===== config.mk =====
export PLATFORM = sky130hd
export DESIGN_NAME = autosa_acc_shift_round_sat
export DESIGN_NICKNAME = d
export VERILOG_FILES = /design/src/rtl/autosa_cvt_pkg.sv /design/src/rtl/autosa_saturate.sv /design/src/rtl/autosa_acc_shift_round_sat.sv
export SDC_FILE = /design/constraint.sdc
export NUM_CORES = 1
export LEC_CHECK = 0
export BUFFER_PORTS_ARGS = -buffer_cell sky130_fd_sc_hd__buf_2
export CAP_MARGIN = 20
export CORE_ASPECT_RATIO = 1.25
export CORE_MARGIN = 4
export CORE_UTILIZATION = 50
export DETAILED_ROUTE_END_ITERATION = 10
export PLACE_DENSITY = 0.8
export SLEW_MARGIN = 40
export SYNTH_ARGS = -nofsm -noshare
export SYNTH_HDL_FRONTEND = slang
export SYNTH_SLANG_ARGS = --single-unit

===== constraint.sdc =====
create_clock -name autosa_core_clk -period 2.1 [get_ports autosa_core_clk]
set_input_delay 0.21 -clock autosa_core_clk [delete_from_list [all_inputs] [get_ports autosa_core_clk]]
set_output_delay 0.21 -clock autosa_core_clk [all_outputs]
set_load 0.05 [all_outputs]

===== src/rtl/autosa_cvt_pkg.sv =====
// Shared types and constants for the accumulator output-conversion path.
package autosa_cvt_pkg;

  localparam int ACC_W = 49;
  localparam int RES_W = 32;
  localparam int SH_W  = 6;
  localparam int CNT_W = 32;

  typedef logic signed [ACC_W-1:0] acc_t;
  typedef logic signed [RES_W-1:0] res_t;

  localparam res_t RES_MAX = 32'sh7FFF_FFFF;
  localparam res_t RES_MIN = 32'sh8000_0000;

endpackage


===== src/rtl/autosa_saturate.sv =====
// Generic signed saturate cell: clamps a signed IN_WIDTH value to signed OUT_WIDTH.
module autosa_saturate #(
  parameter int IN_WIDTH  = 50,
  parameter int OUT_WIDTH = 32
) (
  input  logic signed [IN_WIDTH-1:0]  din,
  output logic signed [OUT_WIDTH-1:0] dout,
  output logic                        sat
);

  localparam logic [OUT_WIDTH-1:0] POS_CLAMP = {1'b0, {(OUT_WIDTH-1){1'b1}}};
  localparam logic [OUT_WIDTH-1:0] NEG_CLAMP = {1'b1, {(OUT_WIDTH-1){1'b0}}};

  logic [IN_WIDTH-OUT_WIDTH:0] top_bits_s;
  logic                        in_range_s;

  // In range exactly when the bits above the result sign all equal that sign.
  always_comb begin
    top_bits_s = din[IN_WIDTH-1:OUT_WIDTH-1];
    in_range_s = (&top_bits_s) | ~(|top_bits_s);
    if (in_range_s) begin
      sat  = 1'b0;
      dout = din[OUT_WIDTH-1:0];
    end else if (din[IN_WIDTH-1]) begin
      sat  = 1'b1;
      dout = NEG_CLAMP;
    end else begin
      sat  = 1'b1;
      dout = POS_CLAMP;
    end
  end

endmodule


===== src/rtl/autosa_acc_shift_round_sat.sv =====
// Accumulator output stage: arithmetic shift, round half-up, saturate; two-stage valid/ready pipe.
// Optional saturation counter enabled by macro AUTOSA_SAT_CNT_EN.
module autosa_acc_shift_round_sat
  import autosa_cvt_pkg::*;
#(
  parameter int IN_WIDTH  = ACC_W,
  parameter int OUT_WIDTH = RES_W,
  parameter int SH_WIDTH  = SH_W
) (
  input  logic                        autosa_core_clk,
  input  logic                        autosa_core_rstn,
  input  logic [SH_WIDTH-1:0]         cfg_shift,
  input  logic                        cfg_sat_cnt_clr,
  input  logic                        in_valid,
  output logic                        in_ready,
  input  logic signed [IN_WIDTH-1:0]  in_data,
  output logic                        out_valid,
  input  logic                        out_ready,
  output logic signed [OUT_WIDTH-1:0] out_data,
  output logic                        out_sat,
  output logic [CNT_W-1:0]            sat_cnt
);

  localparam int RW = IN_WIDTH + 1;
  localparam logic [SH_WIDTH-1:0] SH_MAX = SH_WIDTH'(IN_WIDTH - 1);

  logic [SH_WIDTH-1:0]         sh_s;
  logic signed [RW-1:0]        x_s;
  logic signed [RW-1:0]        r_s;
  logic                        rnd_bit_s;
  logic signed [RW-1:0]        s1_r_r;
  logic                        s1_vld_r;
  logic                        s2_vld_r;
  logic                        s2_adv_s;
  logic                        in_ready_s;
  logic signed [OUT_WIDTH-1:0] sat_data_s;
  logic                        sat_flag_s;
  logic signed [OUT_WIDTH-1:0] out_data_r;
  logic                        out_sat_r;

  // Pipeline advance: s2 frees when empty or drained, s1 frees when empty or moving on.
  always_comb begin
    s2_adv_s   = ~s2_vld_r | out_ready;
    in_ready_s = ~s1_vld_r | s2_adv_s;
  end

  // S1 datapath; one extra bit keeps the rounding carry of the largest positive input.
  always_comb begin
    x_s = {in_data[IN_WIDTH-1], in_data};
    if (cfg_shift > SH_MAX) begin
      sh_s = SH_MAX;
    end else begin
      sh_s = cfg_shift;
    end
    if (sh_s == {SH_WIDTH{1'b0}}) begin
      rnd_bit_s = 1'b0;
      r_s       = x_s;
    end else begin
      rnd_bit_s = x_s[sh_s - SH_WIDTH'(1)];
      r_s       = (x_s >>> sh_s) + $signed({{IN_WIDTH{1'b0}}, rnd_bit_s});
    end
  end

  // S1 register.
  always_ff @(posedge autosa_core_clk or negedge autosa_core_rstn) begin
    if (!autosa_core_rstn) begin
      s1_vld_r <= 1'b0;
      s1_r_r   <= {RW{1'b0}};
    end else if (in_ready_s) begin
      s1_vld_r <= in_valid;
      if (in_valid) begin
        s1_r_r <= r_s;
      end
    end
  end

  autosa_saturate #(
    .IN_WIDTH (RW),
    .OUT_WIDTH(OUT_WIDTH)
  ) u_sat (
    .din (s1_r_r),
    .dout(sat_data_s),
    .sat (sat_flag_s)
  );

  // S2 register; holds result and flag stable while stalled.
  always_ff @(posedge autosa_core_clk or negedge autosa_core_rstn) begin
    if (!autosa_core_rstn) begin
      s2_vld_r   <= 1'b0;
      out_data_r <= {OUT_WIDTH{1'b0}};
      out_sat_r  <= 1'b0;
    end else if (s2_adv_s) begin
      s2_vld_r <= s1_vld_r;
      if (s1_vld_r) begin
        out_data_r <= sat_data_s;
        out_sat_r  <= sat_flag_s;
      end
    end
  end

  assign in_ready  = in_ready_s;
  assign out_valid = s2_vld_r;
  assign out_data  = out_data_r;
  assign out_sat   = out_sat_r;

`ifdef AUTOSA_SAT_CNT_EN
  logic [CNT_W-1:0] sat_cnt_r;

  // Clamped-beat counter; clear beats a same-cycle increment, saturates at all-ones.
  always_ff @(posedge autosa_core_clk or negedge autosa_core_rstn) begin
    if (!autosa_core_rstn) begin
      sat_cnt_r <= {CNT_W{1'b0}};
    end else if (cfg_sat_cnt_clr) begin
      sat_cnt_r <= {CNT_W{1'b0}};
    end else if (s2_vld_r && out_ready && out_sat_r && !(&sat_cnt_r)) begin
      sat_cnt_r <= sat_cnt_r + CNT_W'(1);
    end else begin
      sat_cnt_r <= sat_cnt_r;
    end
  end

  assign sat_cnt = sat_cnt_r;
`else
  logic unused_clr_s;

  assign unused_clr_s = cfg_sat_cnt_clr;
  assign sat_cnt      = 32'h0000_0000;
`endif

endmodule

==> impl_metrics.tcl, run 1 <==
set metrics [dict create \
    outcome "stopped before the end" \
    halt_stage "global routing (5_1_grt)" \
    run.stop_error "[ERROR GRT-0232] Routing congestion too high. Check the congestion heatmap in the GUI." \
    yosysWarningCount 0 \
    post_synth.cell_area_avg_um2 7.44 \
    die_height_um 167 \
    tritoncts.num_buffers 9 \
    endpoint_type "register input" \
    synth_largest_area_cell "sky130_fd_sc_hd__dfrtp_1" \
    synthesis.area_um2 10100 \
    post_synth_mux_area_share_pct 8.60 \
    grt_remaining_overflow 19 \
    h_tree_level_count 3 \
    clkSinkCount 85 \
    row_count 57 \
    grt_start_max_net_pins 66 \
    hpwlAfterDp_um 41500 \
    clockRootBuffer "sky130_fd_sc_hd__clkbuf_16" \
    netlist_instances 1360 \
    synth.distinct_cells 94 \
    dpl_cell_area_um2 13900 \
    synth_enable_flop_cells 0 \
    postGrtWorstEndpoint "s1_r_r[24]$_DFFE_PN0P_/D" \
    synth.area.top_cells "sky130_fd_sc_hd__dfrtp_1 (21%), sky130_fd_sc_hd__a21oi_1 (6.9%), sky130_fd_sc_hd__o21ai_0 (5.5%)" \
    synth_fa_ha_area_share_pct 0.495 \
    dominant_combinational_cell_family_by_area_after_synthesis "compound AO/OA/AOI/OAI gates" \
    synth_top_area_share_pct 21.0 \
    post_synth_xor_area_fraction_pct 3.12 \
    grt_usage_pct 68.4 \
    die_width_um 135 \
    postSynth.asyncResetShare_pct 100 \
    number_of_flip_flops_and_latches_in_the_synthesized_netlist 85 \
    io_pins 127 \
    postSynth.topFlopCell "sky130_fd_sc_hd__dfrtp_1" \
    synth-compound-area-share_pct 33.2 \
    fraction_of_the_mapped_netlist_area_in_simple_logic_gates_pct 24.5 \
    ys_seq_area_share_pct 21.0 \
    cts_buffer_depth 2 \
    portBuffers 93 \
    post_place_worst_slack_ns -1.82 \
    routabilityCongestion 1.14 \
    floorplan.initialDensity_pct 51.4 \
]
synth_stat cells, drive strengths merged, types with 8 or more instances:
cell type / n
nand2: 142
a21oi: 140
nor2: 123
o21ai: 114
dfrtp: 85
buf: 83
clkbuf: 67
nor3: 57
nand3: 41
o22ai: 30
mux2i: 25
mux2: 23
xnor2: 23
and3: 22
o211ai: 22
nor4: 20
a211oi: 19
o31ai: 18
nand4: 17
or3: 17
a31oi: 16
mux4: 16
nand2b: 16
o32ai: 15
o221ai: 14
xor2: 13
inv: 12
a22oi: 11
nor2b: 11
a2bb2oi: 9
a21o: 8
metrics by stage:
stage	cells	TNS [ns]	util (%)
3_5_place_dp	2076	-82.19	70.9
4_1_cts	2138	-52.18	78.9
3_3_place_gp	2076	-78.66	70.8
2_1_floorplan	1391	-68.54	-
timing repair:
| action | CTS |
|---|---|
| hold buffers | 1 |
| hold endpoints to repair | 30 |
| gates resized for setup | 201 |
| pin swaps | 59 |
| buffers inserted | 43 |
| setup endpoints to repair | 59 |
| gates cloned | 2 |
cells by family after synthesis:
kind of cell             after synthesis
AO/OA/AOI/OAI                        508
AND/OR/NAND/NOR                      499
buffers and inverters                163
flip-flops                            85
multiplexers                          64
XOR/XNOR                              36
adder cells (fa/ha/maj)                4
other                                  1
per-layer routing:
layer / GRT usage, % / overflow
met5: 8.44 / 0
met4: 66.4 / 11
met3: 49.7 / 1
met2: 87.2 / 7
met1: 69.7 / 0
==> inputs of run 2 (changes only) <==
--- a/config.mk
+++ b/config.mk
@@ -7,11 +7,10 @@
 export LEC_CHECK = 0
 export BUFFER_PORTS_ARGS = -buffer_cell sky130_fd_sc_hd__buf_2
 export CAP_MARGIN = 20
-export CORE_ASPECT_RATIO = 1.25
 export CORE_MARGIN = 4
-export CORE_UTILIZATION = 50
+export CORE_UTILIZATION = 35
 export DETAILED_ROUTE_END_ITERATION = 10
-export PLACE_DENSITY = 0.8
+export PLACE_DENSITY_LB_ADDON = 0.15
 export SLEW_MARGIN = 40
 export SYNTH_ARGS = -nofsm -noshare
 export SYNTH_HDL_FRONTEND = slang
==> constraint.sdc (replaced) <==
create_clock -name autosa_core_clk -period 2.75 [get_ports autosa_core_clk]
set_input_delay 0.275 -clock autosa_core_clk [delete_from_list [all_inputs] [get_ports autosa_core_clk]]
set_output_delay 0.275 -clock autosa_core_clk [all_outputs]
set_load 0.05 [all_outputs]
==> run 2 against run 1 <==
  * The flow now finishes, with violations (setup timing)
  * Synthesized area is the same
  * Synthesized cell count unchanged
==> impl_metrics.tcl, run 2 <==
set metrics [dict create \
    m1WireLength_um 23500 \
    area_delta_synth_final_pct 64.3 \
    worst_skew_pair.late_latency_ns 0.34 \
    routed-via-count 14000 \
    synth.most_common_cell "sky130_fd_sc_hd__nand2_1" \
    fp.coreArea_um2 28200 \
    post_synth.cell_area_avg_um2 7.44 \
    criticalPathCategory "input port to flip-flop" \
    finalClockSkew_ns 0.00839 \
    rsz0062_at_grt "yes" \
    clkSinkCount 85 \
    synth_largest_area_cell "sky130_fd_sc_hd__dfrtp_1" \
    design.die.area_um2 31700 \
    tritoncts.num_buffers 9 \
    synthesis.area_um2 10100 \
    die_width_um 178 \
    cp_data_required_time_ns 3.02 \
    wire_length_of_the_first_global_routing_pass_um 85900 \
    worstMarginPinSlew_ns 0.745 \
    yosysWarningCount 0 \
    most_flops_register "s1_r_r" \
    finalSetupViolCount 49 \
    detail_route.vias_per_cell 6.10 \
    maxUsedRoutingLayer "met5" \
    portBuffers 93 \
    drv_cap 0 \
    postRouteAntennaNets 0 \
    commonest_non_fill_non_tap_cell_in_the_layout "sky130_fd_sc_hd__buf_4" \
    h_tree_level_count 3 \
    hpwlAfterDp_um 45800 \
    finalCritPeriodShare_pct 127 \
    layout.filler_cells 2654 \
    power.density_cell_area_nw_per_um2 419 \
    synth_top_area_share_pct 21.0 \
    violated_checks "setup timing" \
    max_clock_freq_mhz 287 \
    grt_remaining_overflow 0 \
    crit_arrival_ns 3.76 \
    drc_errors 0 \
    detailed_routed_wire_length_on_met3_um 6490 \
    outcome "finished with violations" \
    final_cell_count_no_fill 2297 \
    number_of_flip_flops_and_latches_in_the_synthesized_netlist 85 \
    detailedRoute.firstPassIterationCount 7 \
    crit_path_top_delay_cell "sky130_fd_sc_hd__mux4_2" \
    static-leakage-power_nw 7.42 \
    post_place_worst_slack_ns -1.41 \
    grt_usage_pct 36.1 \
    ys_seq_area_share_pct 21.0 \
    dominant_combinational_cell_family_by_area_after_synthesis "compound AO/OA/AOI/OAI gates" \
    clk_pin_slew_worst_paths_ns 0.06 \
    synth_fa_ha_area_share_pct 0.495 \
    synth_enable_flop_cells 0 \
    most_used_cells_in_the_layout_excluding_fill_and_tap_cells "sky130_fd_sc_hd__buf_4 (503), sky130_fd_sc_hd__nand2_1 (133), sky130_fd_sc_hd__a21oi_1 (129)" \
    floorplan.initialDensity_pct 35.9 \
    period_needed_ns 3.48 \
    cp_cell_sequence "buf_12 -> buf_8 -> a21bo_4 -> ha_4 -> buf_6 -> mux4_2 -> mux4_2 -> nand3_2 -> o21ai_2 -> ha_4 -> ha_4 -> inv_4 -> nor4_4 -> buf_4 -> nand4_4 -> buf_4 -> nor2_1 -> or3_1 -> nand3_1" \
    die_height_um 178 \
    final_number_of_max_transition_violations 0 \
    synth.distinct_cells 94 \
    ys_top_cells_by_count "sky130_fd_sc_hd__nand2_1 (142), sky130_fd_sc_hd__a21oi_1 (140), sky130_fd_sc_hd__nor2_1 (123)" \
    postSynth.topFlopCell "sky130_fd_sc_hd__dfrtp_1" \
    io_pins 127 \
    hold_viol 0 \
    timing.hold.worst.class "input port to flip-flop" \
    post_synth_xor_area_fraction_pct 3.12 \
    nNetsFinal 1976 \
    detail_route.iter0.violations 1641 \
    crit_path_start_kind "input port" \
    number_of_antenna_violations_at_the_first_check_in_global_routing 2 \
    via_count_of_the_first_global_routing_pass 13400 \
    crit_path_max_fanout 7 \
    drt-total-wl_um 59000 \
    synth-compound-area-share_pct 33.2 \
    total_buffers_and_inverters_traversed_by_the_critical_path 6 \
    postSynth.asyncResetShare_pct 100 \
    grt_start_max_net_pins 66 \
    critical-path-max-stage-delay_ns 0.59 \
    tritoncts "done" \
    clockRootBuffer "sky130_fd_sc_hd__clkbuf_16" \
    post_synth_mux_area_share_pct 8.60 \
    row_count 61 \
    path_delay_family "multiplexers" \
    synth.area.top_cells "sky130_fd_sc_hd__dfrtp_1 (21%), sky130_fd_sc_hd__a21oi_1 (6.9%), sky130_fd_sc_hd__o21ai_0 (5.5%)" \
    worst_ir_drop_vdd_v 0.000272 \
    detailroute.wirelength.met2_um 25500 \
    post-place-cells 2222 \
    fraction_of_the_mapped_netlist_area_in_simple_logic_gates_pct 24.5 \
    largest_register_ff_count 50 \
    max_transition_margin_pct 48.9 \
    wl_per_cell_um 25.7 \
    routabilityCongestion 1.09 \
    netlist_instances 1360 \
    layout-drive-gt1-share_pct 46.4 \
    cts_buffer_depth 2 \
    crit_path_end_kind "flip-flop" \
    crit_top_cell "sky130_fd_sc_hd__ha_4" \
    post-route-worst-setup-slack_ns -0.734 \
]
-- run 2: cell counts after synthesis --
Identical to the previous run, type by type.
-- run 2: layout make-up --
| type | instances | area, um^2 | area share [%] |
|---|---|---|---|
| multi-input cells | 1143 | 8300 | 50.0 |
| diodes | 2 | 5.00 | 0.0301 |
| clock inverters | 5 | 82.6 | 0.497 |
| inverters | 13 | 53.8 | 0.324 |
| flip-flops and latches | 85 | 2130 | 12.8 |
| repair buffers | 660 | 5330 | 32.1 |
| clock buffers | 11 | 243 | 1.46 |
| well taps | 378 | 473 | 2.85 |
-- run 2: cell families (layout without fill, tap and decap cells) --
logic type      count (synthesis)  in the layout
flops                          85             85
other cells                     1             34
buf+inv                       163            689
mux                            64             64
fa+ha+maj                       4              4
simple gates                  499            499
xor+xnor                       36             36
compound gates                508            508
-- run 2: layer usage --
| metal | GRT usage (%) | up-vias |
|---|---|---|
| met5 | 0 | - |
| met4 | 18.0 | 2 |
| met2 | 55.3 | 940 |
| met3 | 6.57 | 200 |
| li1 | - | 6215 |
| met1 | 48.7 | 6657 |
-- run 2: repair_timing --
| action | CTS | global route |
|---|---|---|
| resized for setup | 194 | 74 |
| endpoints found under the hold margin | 42 | 0 |
| setup endpoints to repair | 50 | 49 |
| gates cloned | 6 | 0 |
| pin swaps | 72 | 65 |
| hold buffers | 1 | 0 |
| buffers inserted | 35 | 18 |
-- run 2: power breakdown --
group	internal (W)	switching [W]	total [W]
Combinational	0.00164	0.00234	0.00397
Clock	0.000825	0.000517	0.00134
Sequential	0.00149	0.000151	0.00164
Total	0.00395	0.00301	0.00695
-- run 2: final timing paths --
check | slack (ns) | end | depth (start not counted) | startpoint
min in group asynchronous | 0.47 | out_data[11] | 2 | autosa_core_rstn
hold reg to reg | 0.47 | out_data[31] | 2 | out_data[31]
setup / recovery | -0.73 | s1_r_r[34] | 19 | cfg_shift[1]
max in group asynchronous | 1.55 | s1_r_r[23] | 3 | autosa_core_rstn
hold / removal | 0.18 | s1_vld_r | 2 | in_valid
setup reg to reg | 0.64 | s1_r_r[32] | 6 | s1_vld_r
-- run 2: metrics by stage --
stage               setup TNS, ns  instance area [um^2]  total power [W]  hold slack [ns]  utilization, %
global placement           -59.62                 14400          0.00513            0.300            51.3
global route               -31.71                 16600          0.00724            0.185            59.0
CTS                        -23.02                 16100          0.00678            0.174            57.2
finish                     -28.48                 16600          0.00695            0.176            59.0
floorplan                  -39.29                 10300          0.00352          -0.0206               -
detailed placement         -58.55                 14500          0.00515            0.304            51.3
Power figures use the tool's default switching activity.
